===== src/rtl/fp_result_composer_if.sv =====
// Raw-result input and packed-result output of the FP add/sub back end.
// Carries both valid/ready handshakes; no logic inside.
// master = producer/consumer side, slave = the composer itself.
interface fp_result_composer_if #(
    parameter int EXP_W  = 8,
    parameter int FRAC_W = 23
);
    logic                      in_valid;
    logic                      in_ready;
    logic                      in_sign;
    logic [EXP_W-1:0]          in_exponent;
    logic [FRAC_W+3:0]         in_mantissa;
    logic                      out_valid;
    logic                      out_ready;
    logic [EXP_W+FRAC_W:0]     out_result;

    modport master (
        output in_valid, in_sign, in_exponent, in_mantissa, out_ready,
        input  in_ready, out_valid, out_result
    );

    modport slave (
        input  in_valid, in_sign, in_exponent, in_mantissa, out_ready,
        output in_ready, out_valid, out_result
    );
endinterface


===== src/rtl/fp_result_composer.sv =====
// Normalizes, rounds (RNE) and packs the adder's raw sign/exponent/mantissa into IEEE-754.
// Latency: 3+k cycles from accept to out_valid (k = left shifts), 2 for all-ones exponent pass-through.
// Backpressure: single op in flight; in_ready only in IDLE, result held in DONE until out_ready.
module fp_result_composer #(
    parameter int EXP_W        = 8,
    parameter int FRAC_W       = 23,
    parameter int FLUSH_DENORM = 0
) (
    input  logic                 clk,
    input  logic                 rst,
    fp_result_composer_if.slave  io
);
    localparam int MW = FRAC_W + 4;          // {carry, hidden, frac, guard, sticky}
    localparam int EW = EXP_W + 1;           // one spare bit so overflow is visible
    localparam int RW = 1 + EXP_W + FRAC_W;

    localparam logic [EW-1:0] EXP_ONE = EW'(1);
    localparam logic [EW-1:0] EXP_MAX = {1'b0, {EXP_W{1'b1}}};

    typedef enum logic [1:0] {IDLE, NORM, ROUND, DONE} state_t;

    state_t          state;
    logic            sign_q;
    logic [EW-1:0]   exp_q;
    logic [MW-1:0]   man_q;
    logic            special_q;
    logic            in_ready_q;
    logic            out_valid_q;
    logic [RW-1:0]   result_q;

    // Rounding datapath, evaluated on the normalized mantissa held during ROUND.
    logic [FRAC_W-1:0] frac;
    logic              hidden;
    logic              guard;
    logic              sticky;
    logic              inc;
    logic [FRAC_W+1:0] sig_sum;
    logic [EW-1:0]     r_exp;
    logic [FRAC_W-1:0] r_frac;
    logic [RW-1:0]     round_result;

    // Round to nearest-even, then fold in fraction carry-out, subnormal promotion, overflow and flush.
    always_comb begin
        hidden  = man_q[FRAC_W+2];
        frac    = man_q[FRAC_W+1:2];
        guard   = man_q[1];
        sticky  = man_q[0];
        inc     = guard & (sticky | frac[0]);
        sig_sum = {1'b0, hidden, frac} + {{(FRAC_W+1){1'b0}}, inc};
        r_exp   = exp_q;
        r_frac  = sig_sum[FRAC_W-1:0];
        if (sig_sum[FRAC_W+1]) begin
            // 1.111..1 rounded up to 10.000..0
            r_frac = '0;
            r_exp  = exp_q + EXP_ONE;
        end else if (exp_q == '0 && sig_sum[FRAC_W]) begin
            // largest subnormal rounded up into the smallest normal
            r_exp = EXP_ONE;
        end
        if (r_exp >= EXP_MAX) begin
            r_exp  = EXP_MAX;
            r_frac = '0;
        end else if (FLUSH_DENORM != 0 && r_exp == '0) begin
            r_frac = '0;
        end
        round_result = {sign_q, r_exp[EXP_W-1:0], r_frac};
    end

    // Control FSM plus normalization shifter; all outputs registered.
    always_ff @(posedge clk) begin
        if (rst) begin
            state       <= IDLE;
            sign_q      <= 1'b0;
            exp_q       <= '0;
            man_q       <= '0;
            special_q   <= 1'b0;
            in_ready_q  <= 1'b1;
            out_valid_q <= 1'b0;
            result_q    <= '0;
        end else begin
            case (state)
                IDLE: begin
                    if (io.in_valid) begin
                        sign_q     <= io.in_sign;
                        exp_q      <= {1'b0, io.in_exponent};
                        man_q      <= io.in_mantissa;
                        special_q  <= (io.in_exponent == {EXP_W{1'b1}});
                        in_ready_q <= 1'b0;
                        state      <= NORM;
                    end
                end
                NORM: begin
                    if (special_q) begin
                        // Inf/NaN inputs bypass rounding entirely
                        result_q    <= {sign_q, {EXP_W{1'b1}}, man_q[FRAC_W+1:2]};
                        out_valid_q <= 1'b1;
                        state       <= DONE;
                    end else if (man_q == '0) begin
                        exp_q <= '0;
                        state <= ROUND;
                    end else if (man_q[MW-1]) begin
                        // carry out of the adder: shift right, keep sticky information
                        man_q <= {1'b0, man_q[MW-1:2], man_q[1] | man_q[0]};
                        exp_q <= exp_q + EXP_ONE;
                        state <= ROUND;
                    end else if (man_q[MW-2]) begin
                        state <= ROUND;
                    end else if (exp_q > EXP_ONE) begin
                        // cancellation: one left shift per cycle
                        man_q <= {man_q[MW-2:0], 1'b0};
                        exp_q <= exp_q - EXP_ONE;
                    end else begin
                        // ran out of exponent range: result is subnormal
                        exp_q <= '0;
                        state <= ROUND;
                    end
                end
                ROUND: begin
                    result_q    <= round_result;
                    out_valid_q <= 1'b1;
                    state       <= DONE;
                end
                DONE: begin
                    if (io.out_ready) begin
                        out_valid_q <= 1'b0;
                        in_ready_q  <= 1'b1;
                        state       <= IDLE;
                    end
                end
                default: begin
                    state       <= IDLE;
                    in_ready_q  <= 1'b1;
                    out_valid_q <= 1'b0;
                end
            endcase
        end
    end

    assign io.in_ready   = in_ready_q;
    assign io.out_valid  = out_valid_q;
    assign io.out_result = result_q;

endmodule


===== src/flat_wrapper.sv =====
// flat-port wrapper written by rule: the top's interface ports become plain ports
module fp_result_composer_flat 
#(
    parameter int EXP_W        = 8,
    parameter int FRAC_W       = 23,
    parameter int FLUSH_DENORM = 0
)
  (clk, rst, io_in_valid, io_in_sign, io_in_exponent, io_in_mantissa, io_out_ready, io_in_ready, io_out_valid, io_out_result);
  fp_result_composer_if #(.EXP_W(EXP_W), .FRAC_W(FRAC_W)) io_i ();
  input  logic clk;
  input  logic rst;
  input wire logic [$bits(io_i.in_valid)-1:0] io_in_valid;
  input wire logic [$bits(io_i.in_sign)-1:0] io_in_sign;
  input wire logic [$bits(io_i.in_exponent)-1:0] io_in_exponent;
  input wire logic [$bits(io_i.in_mantissa)-1:0] io_in_mantissa;
  input wire logic [$bits(io_i.out_ready)-1:0] io_out_ready;
  output wire logic [$bits(io_i.in_ready)-1:0] io_in_ready;
  output wire logic [$bits(io_i.out_valid)-1:0] io_out_valid;
  output wire logic [$bits(io_i.out_result)-1:0] io_out_result;
  assign io_i.in_valid = io_in_valid;
  assign io_i.in_sign = io_in_sign;
  assign io_i.in_exponent = io_in_exponent;
  assign io_i.in_mantissa = io_in_mantissa;
  assign io_i.out_ready = io_out_ready;
  assign io_in_ready = io_i.in_ready;
  assign io_out_valid = io_i.out_valid;
  assign io_out_result = io_i.out_result;
  fp_result_composer #(.EXP_W(EXP_W), .FRAC_W(FRAC_W), .FLUSH_DENORM(FLUSH_DENORM)) u_core (.clk(clk), .rst(rst), .io(io_i));
endmodule

===== config.mk =====
export PLATFORM = sky130hd
export DESIGN_NAME = fp_result_composer_flat
export DESIGN_NICKNAME = d
export VERILOG_FILES = /design/src/rtl/fp_result_composer_if.sv /design/src/rtl/fp_result_composer.sv /design/src/flat_wrapper.sv
export SDC_FILE = /design/constraint.sdc
export NUM_CORES = 1
export LEC_CHECK = 0
export BUFFER_PORTS_ARGS = -buffer_cell sky130_fd_sc_hd__buf_2
export CAP_MARGIN = 20
export CORE_ASPECT_RATIO = 2
export CORE_MARGIN = 2
export CORE_UTILIZATION = 45
export CTS_BUF_LIST = sky130_fd_sc_hd__clkbuf_2
export CTS_CLUSTER_SIZE = 40
export DETAILED_ROUTE_END_ITERATION = 12
export PLACE_DENSITY = 0.76
export SETUP_SLACK_MARGIN = 0.02
export SLEW_MARGIN = 40
export SYNTH_ARGS = -nofsm -noshare
export SYNTH_HDL_FRONTEND = slang
export SYNTH_SLANG_ARGS = --single-unit

===== constraint.sdc =====
create_clock -name clk -period 7.4 [get_ports clk]
set_input_delay 0.37 -clock clk [delete_from_list [all_inputs] [get_ports clk]]
set_output_delay 0.37 -clock clk [all_outputs]
set_load 0.005 [all_outputs]

==> reports/summary.txt <==
most common cell in the synthesized netlist: nor2_1
detailed placer's ending HPWL: 11.1 mm
buffer and inverter count on the worst path: 0
static leakage: 2.06 nW
drt drc: 0
layout cell share with drive strength beyond 1: 17.7%
CP peak stage delay: 0.70 ns
Vias: 5435
routability cong.: 0.897
Post-Place Cell Area: 5290 um2
Adder-Cell Fraction of Synth Area: 2.25%
largest family of logic cells by synthesized area: compound AO/OA/AOI/OAI gates
IO buf count: 73
vias per cell: 6.54
Initial Utilization: 46.0%
post-synthesis xor/xnor area fraction: 1.57%
Ports: 74
final count of pins violating max slew: 0
PD cells: 463 nW/um2
CTS resizes: 0
clock slew at reported path FFs: 0.23 ns
DR iter-0 viols: 725
maxcap violations: 0
FP Rows: 54
syn_nets: 713
post-synthesis mux area share: 0.200%
largest net degree at the start of global routing: 84
total wire length: 15.8 mm
outcome: finished, final reports clean
#FFs+latches synth: 74
skew final: 0.0287 ns
CTS buffer count: 9
CTS tree: yes
total gr overflow: 0
Async SR Flop Fraction: 0%
Worst EP required: 7.88 ns
Root Driver: clkbuf_2
synth cell count leaders: nor2_1 (86), dfxtp_1 (74), nand2_1 (59)
gr usage total: 26.3%
Die Y: 153 um
number of global-route vias before repair: 5210
drt first pass iters: 6
largest cells by area after synthesis: dfxtp_1 (30%), nor2_1 (6.4%), a21oi_1 (5.3%)
Final Hold Violating Endpoints: 0
Worst EP arrival: 4.06 ns
CP Cell Sequence: nand3_2, nor4_4, a31oi_1, a211oi_2, a211oi_4, a21boi_4, a41oi_1, a211oi_1
type of origin of the critical path: flip-flop
clk_lat worst skew: 0.57 ns
HP Class: in -> reg
TNS Setup: 0 ns
synth unique cells: 63
min Tclk post-route: 3.58 ns
Final #Nets: 734
share of the synthesized area in the top cell type: 29.6%
clk sinks: 74
area leader, netlist: dfxtp_1
Synth Area in Simple Gates: 25.8%
setup bufs post-CTS: 0
Peak supply drop: 0.256 mV
Post-Syn Area: 5010 um2
clock buffer depth: 2
synthesized instance count: 664
Max-slew headroom: 43.7%
die width: 78.6 um
critical path class: reg -> reg
Setup crit end kind: flip-flop
antenna violations before repair: 1
Core Box Area: 10900 um2
setup violators final: 0
synthesis-to-finish area growth: 8.79%
register area share after synthesis: 29.6%
full die area: 12000 um2
wire length per cell: 19.1 um
Final Cycle Share: 48.4%
Slowest-stage cell, CP: nor4_4
worst-margin pin slew: 0.843 ns
H-tree depth: 3
Final ANT Viol Nets: 0
Warnings, synthesis: 0
Synth Flop Type: dfxtp_1
post-synthesis compound-gate area fraction: 32.6%
crit-path leading delay family: compound AO/OA/AOI/OAI gates
first-pass GRT wire length: 25.4 mm
Fmax: 0.279 GHz
Synth Area per Inst: 7.54 um2
CP max FO: 31
Design Area, Final: 5450 um2
Post-synth EDFFs: 0
RSZ-0062 raised after global routing: no
==> worst reg2reg max path, stage by stage, from the launching register on <==
cell and delay [ns]:
dfxtp_1 0.65, nand3_2 0.17, nor4_4 0.70, a31oi_1 0.20
a211oi_2 0.41, a211oi_4 0.18, a21boi_4 0.68, a41oi_1 0.23
a211oi_1 0.27
==> layer usage <==
metal | up-vias | part of all wire, % | GRT usage (%)
met2 | 288 | 52 | 46.5
met3 | 82 | 5.5 | 4.19
met4 | 0 | 7.5 | 19.0
met1 | 2543 | 35 | 27.4
met5 | - | 0 | 0
li1 | 2522 | - | -
==> area by class of cell <==
class / count / area (um2)
Timing Repair Buffer: 83 / 450
Antenna cell: 1 / 2.50
Inverter: 15 / 56.3
Sequential cell: 74 / 1480
Tap cell: 140 / 175
Clock buffer: 10 / 50.0
Multi-Input combinational cell: 502 / 3140
Fill cell: 1118 / 5430
Clock inverter: 6 / 90.1
==> timing repair <==
| action | CTS | global route |
|---|---|---|
| hold buffers | 0 | 1 |
| endpoints found under the setup margin | 0 | 0 |
| hold endpoints to repair | 0 | 1 |
==> through the flow <==
step           utilization, %  std cells  worst slack (ns)  hold WS [ns]  power [mW]
3_5_place_dp             48.6        813              4.03         0.444        2.21
5_1_grt                  50.1        831              3.63        0.0469        2.71
3_3_place_gp             48.5        812              4.07         0.439        2.15
6_report                 50.1        831              3.82        0.0714        2.52
2_1_floorplan               -        664              4.61         0.437        1.83
4_1_cts                  49.9        829              3.92        0.0101        2.48
==> power breakdown <==
part / leakage, nW / switching, mW / internal, mW
Sequential: 0.605 / 0.327 / 0.567
Clock: 0.0825 / 0.160 / 0.114
Combinational: 1.37 / 0.818 / 0.535
==> final timing paths <==
path,start,to,slack (ns),depth (start not counted)
setup / recovery,u_core.man_q[15],u_core.io.out_result[15],3.82,8
setup reg to reg,u_core.man_q[15],u_core.io.out_result[15],3.82,8
hold / removal,io_in_valid,u_core.sign_q,0.07,3
hold reg to reg,u_core.io.out_result[31],u_core.io.out_result[31],0.46,2
==> cells by family (layout without fill, tap and decap cells) <==
kind of cell,Yosys count,count (layout)
AO/OA/AOI/OAI,226,226
XOR/XNOR,9,9
adder cells (fa/ha/maj),9,9
buffers and inverters,88,114
flip-flops,74,74
multiplexers,1,1
other,0,1
AND/OR/NAND/NOR,257,257
==> sequential cells by signal, indices dropped and copies added (netlist names) <==
| register | count |
|---|---|
| u_core.exp_q | 9 |
| u_core.io.in_ready | 1 |
| u_core.io.out_result | 32 |
| u_core.io.out_valid | 1 |
| u_core.man_q | 27 |
| u_core.sign_q | 1 |
| u_core.special_q | 1 |
| u_core.state | 2 |
==> cell usage in the layout (no fill, tap or decap), drive strengths merged, types with 17 or more instances in the layout <==
cell    netlist  routed
dfxtp        74      74
buf          34      82
nand3        26      26
o211ai       26      26
a21oi        53      53
nand2        62      62
o21ai        30      30
a221o        24      24
nor2         86      86
nor4         17      17
Power figures use the tool's default switching activity.
